===== src/rtl/GEMM_pkg.sv =====
// Shared types and constants for the fixed-weight systolic GEMV engine.
package GEMM_pkg;

  localparam int unsigned DefaultSaSize = 3;
  localparam int unsigned DefaultWidth  = 8;

  typedef logic [DefaultWidth-1:0] act_t;

  // Diagonal weight matrix loaded at reset: W[row][col] = (row==col) ? (sa_size+1-row) : 0.
  function automatic int unsigned default_weight(int unsigned row, int unsigned col,
                                                 int unsigned sa_size);
    return (row == col) ? (sa_size + 1 - row) : 32'd0;
  endfunction

  function automatic int unsigned latency(int unsigned sa_size);
    return 2 * sa_size;
  endfunction

endpackage


===== src/rtl/systolic_array.sv =====
// Weight-stationary PE grid with input skew and output deskew; fixed 2*SA_SIZE latency.
module systolic_array
  import GEMM_pkg::*;
#(
  parameter int unsigned SA_SIZE                = DefaultSaSize,
  parameter int unsigned WEIGHT_ACTIVATION_SIZE = DefaultWidth
) (
  input  logic                              clk,
  input  logic                              resetn,
  input  logic [WEIGHT_ACTIVATION_SIZE-1:0] activation_inputs  [SA_SIZE],
  output logic [WEIGHT_ACTIVATION_SIZE-1:0] activation_outputs [SA_SIZE]
);

  typedef logic [WEIGHT_ACTIVATION_SIZE-1:0] data_t;

  data_t weights_reg [SA_SIZE][SA_SIZE];
  data_t pe_ins      [SA_SIZE][SA_SIZE];
  data_t pe_outs     [SA_SIZE][SA_SIZE];
  data_t skewed      [SA_SIZE];

  // resetn is active-high; weights are only written while it is asserted.
  always_ff @(posedge clk) begin
    if (resetn) begin
      for (int j = 0; j < int'(SA_SIZE); j++) begin
        for (int i = 0; i < int'(SA_SIZE); i++) begin
          weights_reg[j][i] <= data_t'(default_weight(j, i, SA_SIZE));
        end
      end
    end
  end

  for (genvar i = 0; i < int'(SA_SIZE); i++) begin : g_skew
    if (i == 0) begin : g_direct
      assign skewed[i] = activation_inputs[i];
    end else begin : g_delay
      data_t skew_q [i];
      always_ff @(posedge clk) begin
        if (resetn) begin
          for (int k = 0; k < i; k++) skew_q[k] <= '0;
        end else begin
          skew_q[0] <= activation_inputs[i];
          for (int k = 1; k < i; k++) skew_q[k] <= skew_q[k-1];
        end
      end
      assign skewed[i] = skew_q[i-1];
    end
  end

  for (genvar i = 0; i < int'(SA_SIZE); i++) begin : g_row
    for (genvar j = 0; j < int'(SA_SIZE); j++) begin : g_pe
      data_t act_in, psum_in, act_q, psum_q;

      if (j == 0) begin : g_act_edge
        assign act_in = skewed[i];
      end else begin : g_act_fwd
        assign act_in = pe_ins[i][j-1];
      end

      if (i == 0) begin : g_psum_top
        assign psum_in = '0;
      end else begin : g_psum_down
        assign psum_in = pe_outs[i-1][j];
      end

      always_ff @(posedge clk) begin
        if (resetn) begin
          act_q  <= '0;
          psum_q <= '0;
        end else begin
          act_q  <= act_in;
          psum_q <= psum_in + act_in * weights_reg[i][j];
        end
      end

      assign pe_ins[i][j]  = act_q;
      assign pe_outs[i][j] = psum_q;
    end
  end

  // Column j leaves the grid j cycles late, so it needs SA_SIZE-j more stages to realign.
  for (genvar j = 0; j < int'(SA_SIZE); j++) begin : g_deskew
    localparam int Depth = int'(SA_SIZE) - j;
    data_t deskew_q [Depth];
    always_ff @(posedge clk) begin
      if (resetn) begin
        for (int k = 0; k < Depth; k++) deskew_q[k] <= '0;
      end else begin
        deskew_q[0] <= pe_outs[SA_SIZE-1][j];
        for (int k = 1; k < Depth; k++) deskew_q[k] <= deskew_q[k-1];
      end
    end
    assign activation_outputs[j] = deskew_q[Depth-1];
  end

endmodule


===== src/rtl/gemm_fixed_weights_each_cycle.sv =====
// Top level: systolic GEMV datapath plus the saturating output-valid counter.
module gemm_fixed_weights_each_cycle
  import GEMM_pkg::*;
#(
  parameter int unsigned SA_SIZE                = DefaultSaSize,
  parameter int unsigned WEIGHT_ACTIVATION_SIZE = DefaultWidth
) (
  input  logic                              clk,
  input  logic                              resetn,
  input  logic [WEIGHT_ACTIVATION_SIZE-1:0] activation_inputs  [SA_SIZE],
  output logic [WEIGHT_ACTIVATION_SIZE-1:0] activation_outputs [SA_SIZE],
  output logic                              output_valid
);

  localparam int unsigned Latency    = latency(SA_SIZE);
  localparam int unsigned CountWidth = $clog2(Latency + 1);

  logic [CountWidth-1:0] count_q;

  systolic_array #(
    .SA_SIZE               (SA_SIZE),
    .WEIGHT_ACTIVATION_SIZE(WEIGHT_ACTIVATION_SIZE)
  ) u_SA (
    .clk               (clk),
    .resetn            (resetn),
    .activation_inputs (activation_inputs),
    .activation_outputs(activation_outputs)
  );

  always_ff @(posedge clk) begin
    if (resetn) begin
      count_q <= '0;
    end else if (count_q != CountWidth'(Latency)) begin
      count_q <= count_q + CountWidth'(1);
    end
  end

  assign output_valid = (count_q == CountWidth'(Latency));

endmodule


===== config.mk =====
export PLATFORM = sky130hd
export DESIGN_NAME = gemm_fixed_weights_each_cycle
export DESIGN_NICKNAME = d
export VERILOG_FILES = /design/src/rtl/GEMM_pkg.sv /design/src/rtl/systolic_array.sv /design/src/rtl/gemm_fixed_weights_each_cycle.sv
export SDC_FILE = /design/constraint.sdc
export NUM_CORES = 1
export LEC_CHECK = 0
export ABC_AREA = 0
export CAP_MARGIN = 5
export CORE_UTILIZATION = 53
export DETAILED_ROUTE_END_ITERATION = 6
export GPL_TIMING_DRIVEN = 0
export PLACE_DENSITY = 0.81
export SYNTH_ARGS = -nofsm -noshare
export SYNTH_HDL_FRONTEND = slang
export SYNTH_SLANG_ARGS = --single-unit

===== constraint.sdc =====
create_clock -name clk -period 3.1 [get_ports clk]
set_clock_uncertainty 0.15 [all_clocks]
set_input_delay 0.465 -clock clk [delete_from_list [all_inputs] [get_ports clk]]
set_output_delay 0.465 -clock clk [all_outputs]
set_load 0.02 [all_outputs]

# Yosys cells after proc, flatten, opt, wreduce, memory -nomap -nowiden
# Memory sizes are Yosys's and may differ from the RTL's.
# Cells that the tools add are included.
word_totals:
  ramBits: 84
  output_inout_bits: 25
  n_memories: 6
  reg_bits: 123
  in_bits: 26
  word_cells: 63
classes:
  mul: 9
  n_reduce_logical: 2
  add_sub_neg: 7
  n_eq_ne: 2
  bitwise_logic: 7
  n_mux: 14
mem_list:
  columns: ["memory", "depth", "width", "rd", "rd_clocked_by_memory_dff", "wr", "line_no", "source"]
  rows:
  - ["u_SA.g_deskew[0].deskew_q", 3, 8, 3, 0, 3, "systolic_array.sv:83", "data_t deskew_q [Depth];"]
  - ["u_SA.g_deskew[1].deskew_q", 2, 8, 2, 0, 2, "systolic_array.sv:83", null]
  - ["u_SA.g_skew[2].g_delay.skew_q", 2, 8, 2, 0, 2, "systolic_array.sv:36", "data_t skew_q [i];"]
  - ["u_SA.weights_reg", 3, 4, 3, 0, 3, "systolic_array.sv:16", "data_t weights_reg [SA_SIZE][SA_SIZE];"]
  - ["u_SA.g_deskew[2].deskew_q", 1, 8, 1, 0, 1, "systolic_array.sv:83", null]
  - ["u_SA.g_skew[1].g_delay.skew_q", 1, 8, 1, 0, 1, "systolic_array.sv:36", null]
ops:
  columns: ["op", "n"]
  rows:
  - ["multiplier 8 x 8 -> 8 bit", 9]
  - ["2-to-1 mux 8 bit", 9]
  - ["adder 8 bit", 6]
  - ["OR reduction 8 bit", 2]
  - ["bitwise OR 1 bit", 7]
  - ["2-to-1 mux 1 bit", 5]
  - ["adder 3 x 1 -> 3 bit, second input constant", 1]
  - ["== test 3 bit, second input constant", 1]
  - ["inequality test 3 bit, second input constant", 1]

# Depth between registers and ports, before layout
logic_depth:
  word_depth: 3
  mapped_depth: 8
  depth_no_buf: 8

# Cells and area by module
# From an unflattened synthesis, not the netlist that was laid out.
unflattened:
  cells_unflattened: 328
  area_unflattened_um2: 3978.8
modules_own_cells:
  columns: ["mod", "n_inst", "area_each_um2", "cells_per_inst", "seq_area_each_um2"]
  rows:
  - ["systolic_array", 1, 3823.7, 313, 2522.4]
  - ["gemm_fixed_weights_each_cycle", 1, 155.1, 15, 60.1]

# Worst setup path before layout
# OpenSTA, ideal clock, no wires.
synth_path:
  kind: "register -> register"
  startpoint: "register u_SA.g_row[1].g_pe[0].act_q[4]"
  endpoint: "register u_SA.g_row[1].g_pe[1].psum_q[7]"
  arrival_time_ns: 1.866
  period_less_slack_ns: 2.143
  setup_ns: 0.128
  path_buffers: 0
  setup_slack_ns: 0.957
  path_stages_with_launch: 9
  t_required_ns: 2.822
  cell_sequence: "dfxtp_1 -> ha_1 -> ha_1 -> ha_1 -> ha_1 -> a21o_1 -> a21oi_2 -> xnor2_1 -> nor2_1"
synth_via:
  elab_chain_len: 2
synth_lines:
  columns: ["item", "line_no", "source"]
  rows:
  - ["start: declaration", "systolic_array.sv:51", "data_t act_in, psum_in, act_q, psum_q;"]
  - ["start signal: assignment", "systolic_array.sv:70", "act_q <= act_in;"]
  - ["multiplier 8 x 8 -> 8 bit", "systolic_array.sv:71", "psum_q <= psum_in + act_in * weights_reg[i][j];"]
  - ["adder 8 bit", "systolic_array.sv:71", null]
  - ["end signal: assignment", "systolic_array.sv:71", null]
  - ["end: declaration", "systolic_array.sv:51", null]
# Every way passes these cells.
# A chain may end at the register's enable or synchronous reset.

# Worst setup path in the final report
layout_path:
  startpoint: "register count_q[0]"
  endpoint: "output output_valid"
layout_via:
  elab_chain_len: 1
layout_lines:
  columns: ["item", "line_no", "source"]
  rows:
  - ["start: declaration", "gemm_fixed_weights_each_cycle.sv:18", "logic [CountWidth-1:0] count_q;"]
  - ["start signal: assignment", "gemm_fixed_weights_each_cycle.sv:34", "count_q <= count_q + CountWidth'(1);"]
  - ["== test 3 bit", "gemm_fixed_weights_each_cycle.sv:38", "assign output_valid = (count_q == CountWidth'(Latency));"]
  - ["end: declaration", "gemm_fixed_weights_each_cycle.sv:12", "output logic output_valid"]
# Every way passes these cells.

==> impl_metrics.env <==
export IMPL_first_iter_violations=52
export IMPL_vias=2164
export IMPL_rsz0062_at_grt="false"
export IMPL_fp_dieArea_sq_um=7810
export IMPL_place_congestion=0.760
export IMPL_synth_flop_cell="dfxtp_1"
export IMPL_synth_area_top_cells="dfxtp_1 (65%), nor2b_1 (19%), ha_1 (6.3%)"
export IMPL_critPathMaxFanout=4
export IMPL_r2r_start="u_SA.g_row[1].g_pe[0].act_q[3]$_SDFF_PP0_"
export IMPL_path_clk_slew_ns=0.05
export IMPL_required_ns=2.48
export IMPL_synth_edf_count=0
export IMPL_synth_seq_cells=129
export IMPL_grt_pass1_wl_microns=9290
export IMPL_cts_buffers=17
export IMPL_max_slew_worst_pin_slew_ns=0.594
export IMPL_diodes=0
export IMPL_synth_largest_area_cell="dfxtp_1"
export IMPL_synth_async_sr_flop_share=0
export IMPL_clock_path_buffers=2
export IMPL_setup_worst_path_start_class="flop"
export IMPL_max_freq_mhz=406
export IMPL_seq_area_frac_synth=0.653
export IMPL_ys_types=18
export IMPL_slew_headroom=0.604
export IMPL_grt_pass1_vias=1971
export IMPL_drv_cap=0
export IMPL_finalWirelength_microns=5920
export IMPL_wire_per_inst_microns=11.7
export IMPL_die_w_microns=88.4
export IMPL_fp_coreArea_sq_um=7210
export IMPL_postCtsSetupBuffers=0
export IMPL_netlist_instances=329
export IMPL_io_pins=51
export IMPL_power_per_cell_area_nw_per_um2=745
export IMPL_synth_top_area_frac=0.653
export IMPL_areaGrowthSynthToFinish_pct=29.1
export IMPL_insertion_delay_ns=0.51
export IMPL_criticalPathCategory="flop to output port"
export IMPL_initial_core_util=0.548
export IMPL_worstSetupEndpointType="output port"
export IMPL_drive_gt1_frac=0.113
export IMPL_worstRegToRegCells=8
export IMPL_fin_hold_ws_ns=0.268
export IMPL_reg2reg_setup_slack_ns=0.81
export IMPL_p_leak_nw=2.17
export IMPL_synthesis_area_sq_um=3950
export IMPL_vias_per_cell=4.29
export IMPL_crit_arrival_ns=1.85
export IMPL_outcome="finished, final reports clean"
export IMPL_holdCritStartpoint="resetn"
export IMPL_hold_viol=0
export IMPL_hpwlAfterDp_microns=3550
export IMPL_setup_viol_count_final=0
export IMPL_crit_start="count_q[0]$_SDFFE_PP0N_"
export IMPL_r2r_end="u_SA.g_row[1].g_pe[1].psum_q[6]$_SDFF_PP0_"
export IMPL_synth_common_cells="dfxtp_1 (129), nor2b_1 (123), ha_1 (20)"
export IMPL_postLayoutCoreUtil=0.707
export IMPL_hold_buffers=0
export IMPL_syn_area_per_cell_sq_um=12.0
export IMPL_rows=31
export IMPL_finalPower_w=0.00380
export IMPL_ir_worst_vdd_uv=465
export IMPL_synth_most_common_cell="dfxtp_1"
export IMPL_yosysWarningCount=0
export IMPL_antenna_found_initial=0
export IMPL_slew_violations=0
export IMPL_endpoint="output_valid"
export IMPL_hp_class="input pin to flop"
export IMPL_grt_max_degree=17
export IMPL_cts_resized=0
export IMPL_cts_tree="built"
export IMPL_drtPass1Iterations=4
export IMPL_setup_tns_ns=0
export IMPL_grtUsageTotal=0.172
export IMPL_fp_dieH_microns=88.4
export IMPL_final_antenna_net_count=0
export IMPL_period_minus_slack_ns=2.47
export IMPL_drcViolationCount=0
export IMPL_cts_sinks=129
export IMPL_cts_root_buf="clkbuf_8"
export IMPL_cts_htree_levels=4
export IMPL_fin_nets=440
export IMPL_port_buffers=43
export IMPL_gr_total_overflow=0
export IMPL_min_period_over_period=0.795
state kept, by name (all words and copies together) (netlist names):
signal / cells
count_q: 3
u_SA.g_row.g_pe.act_q: 29
u_SA.g_skew.g_delay.skew_q: 22
u_SA.g_row.g_pe.psum_q: 34
u_SA.g_deskew.deskew_q: 41
report_power, final:
part           switching (W)  leakage, nW  internal, W
sequential         0.0000144         1.05      0.00171
combinational      0.0000671        0.826    0.0000749
clock               0.000668        0.286      0.00127
total               0.000750         2.17      0.00305
kinds of logic (layout without fill, tap and decap cells):
group,count (synthesis),after routing,synth area share
AND/OR/NAND/NOR,133,133,0.204
flip-flops,129,129,0.653
buffers and inverters,36,111,0.0503
adder cells (fa/ha/maj),21,21,0.0684
XOR/XNOR,6,6,0.0168
AO/OA/AOI/OAI,3,3,0.00601
other,1,3,0.000948
critical path, stage by stage, from the launching register on:
cell,delay [ns]
dfxtp_1,0.37
inv_1,0.06
ha_1,0.20
nand2_1,0.14
inv_1,0.05
clkdlybuf4s50_1,0.53
layer usage:
metal  vias to the layer above  GRT usage  wire length (microns)
met4                         0     0.0880                     74
met2                        50      0.287                   2990
met3                         9     0.0802                    261
li1                       1117          -                      -
met5                         -          0                      0
met1                       988      0.183                   2590
per-stage QoR:
| step | setup WS (ns) | instances | instance area (sq um) |
|---|---|---|---|
| finish | 0.635 | 505 | 5100 |
| floorplan | 0.957 | 331 | 3960 |
| global route | 0.524 | 505 | 5100 |
| CTS | 0.592 | 505 | 5100 |
| detailed placement | 0.841 | 473 | 4520 |
| global placement | 0.870 | 473 | 4520 |
worst min path at each step:
stage,endpoint,slack (ns),cells past startpoint
floorplan,u_SA.g_deskew[0].deskew_q[0][10]$_SDFF_PP0_,0.26,1
global placement,u_SA.g_deskew[0].deskew_q[0][12]$_SDFF_PP0_,0.27,1
detailed placement,u_SA.g_row[2].g_pe[1].psum_q[4]$_SDFF_PP0_,0.27,1
CTS,u_SA.g_row[1].g_pe[1].psum_q[3]$_SDFF_PP0_,0.25,2
global route,u_SA.g_row[1].g_pe[1].psum_q[3]$_SDFF_PP0_,0.28,2
finish,u_SA.g_row[2].g_pe[1].act_q[3]$_SDFF_PP0_,0.27,2
layout by cell type, fill, tap and decap left out, drive strengths merged:
cell           count
a211oi             1
a21o               1
a21oi              1
buf               18
bufinv             3
clkbuf            36
clkdlybuf4s50     43
clkinv             4
clkinvlp           1
conb               3
dfxtp            129
fa                 1
ha                20
inv                6
nand2              2
nor2               7
nor2b            123
nor3               1
xnor2              4
xnor3              1
xor2               1
cell type report:
class                           instances  area (sq um)
Fill cell                             515          2110
Multi-Input combinational cell        166          1180
Tap cell                               99           124
Clock inverter                          9           130
Inverter                                5          18.8
Buffer                                 31           180
Clock buffer                           23           457
Timing Repair Buffer                   43           430
Sequential cell                       129          2580
Power figures use the tool's default switching activity.
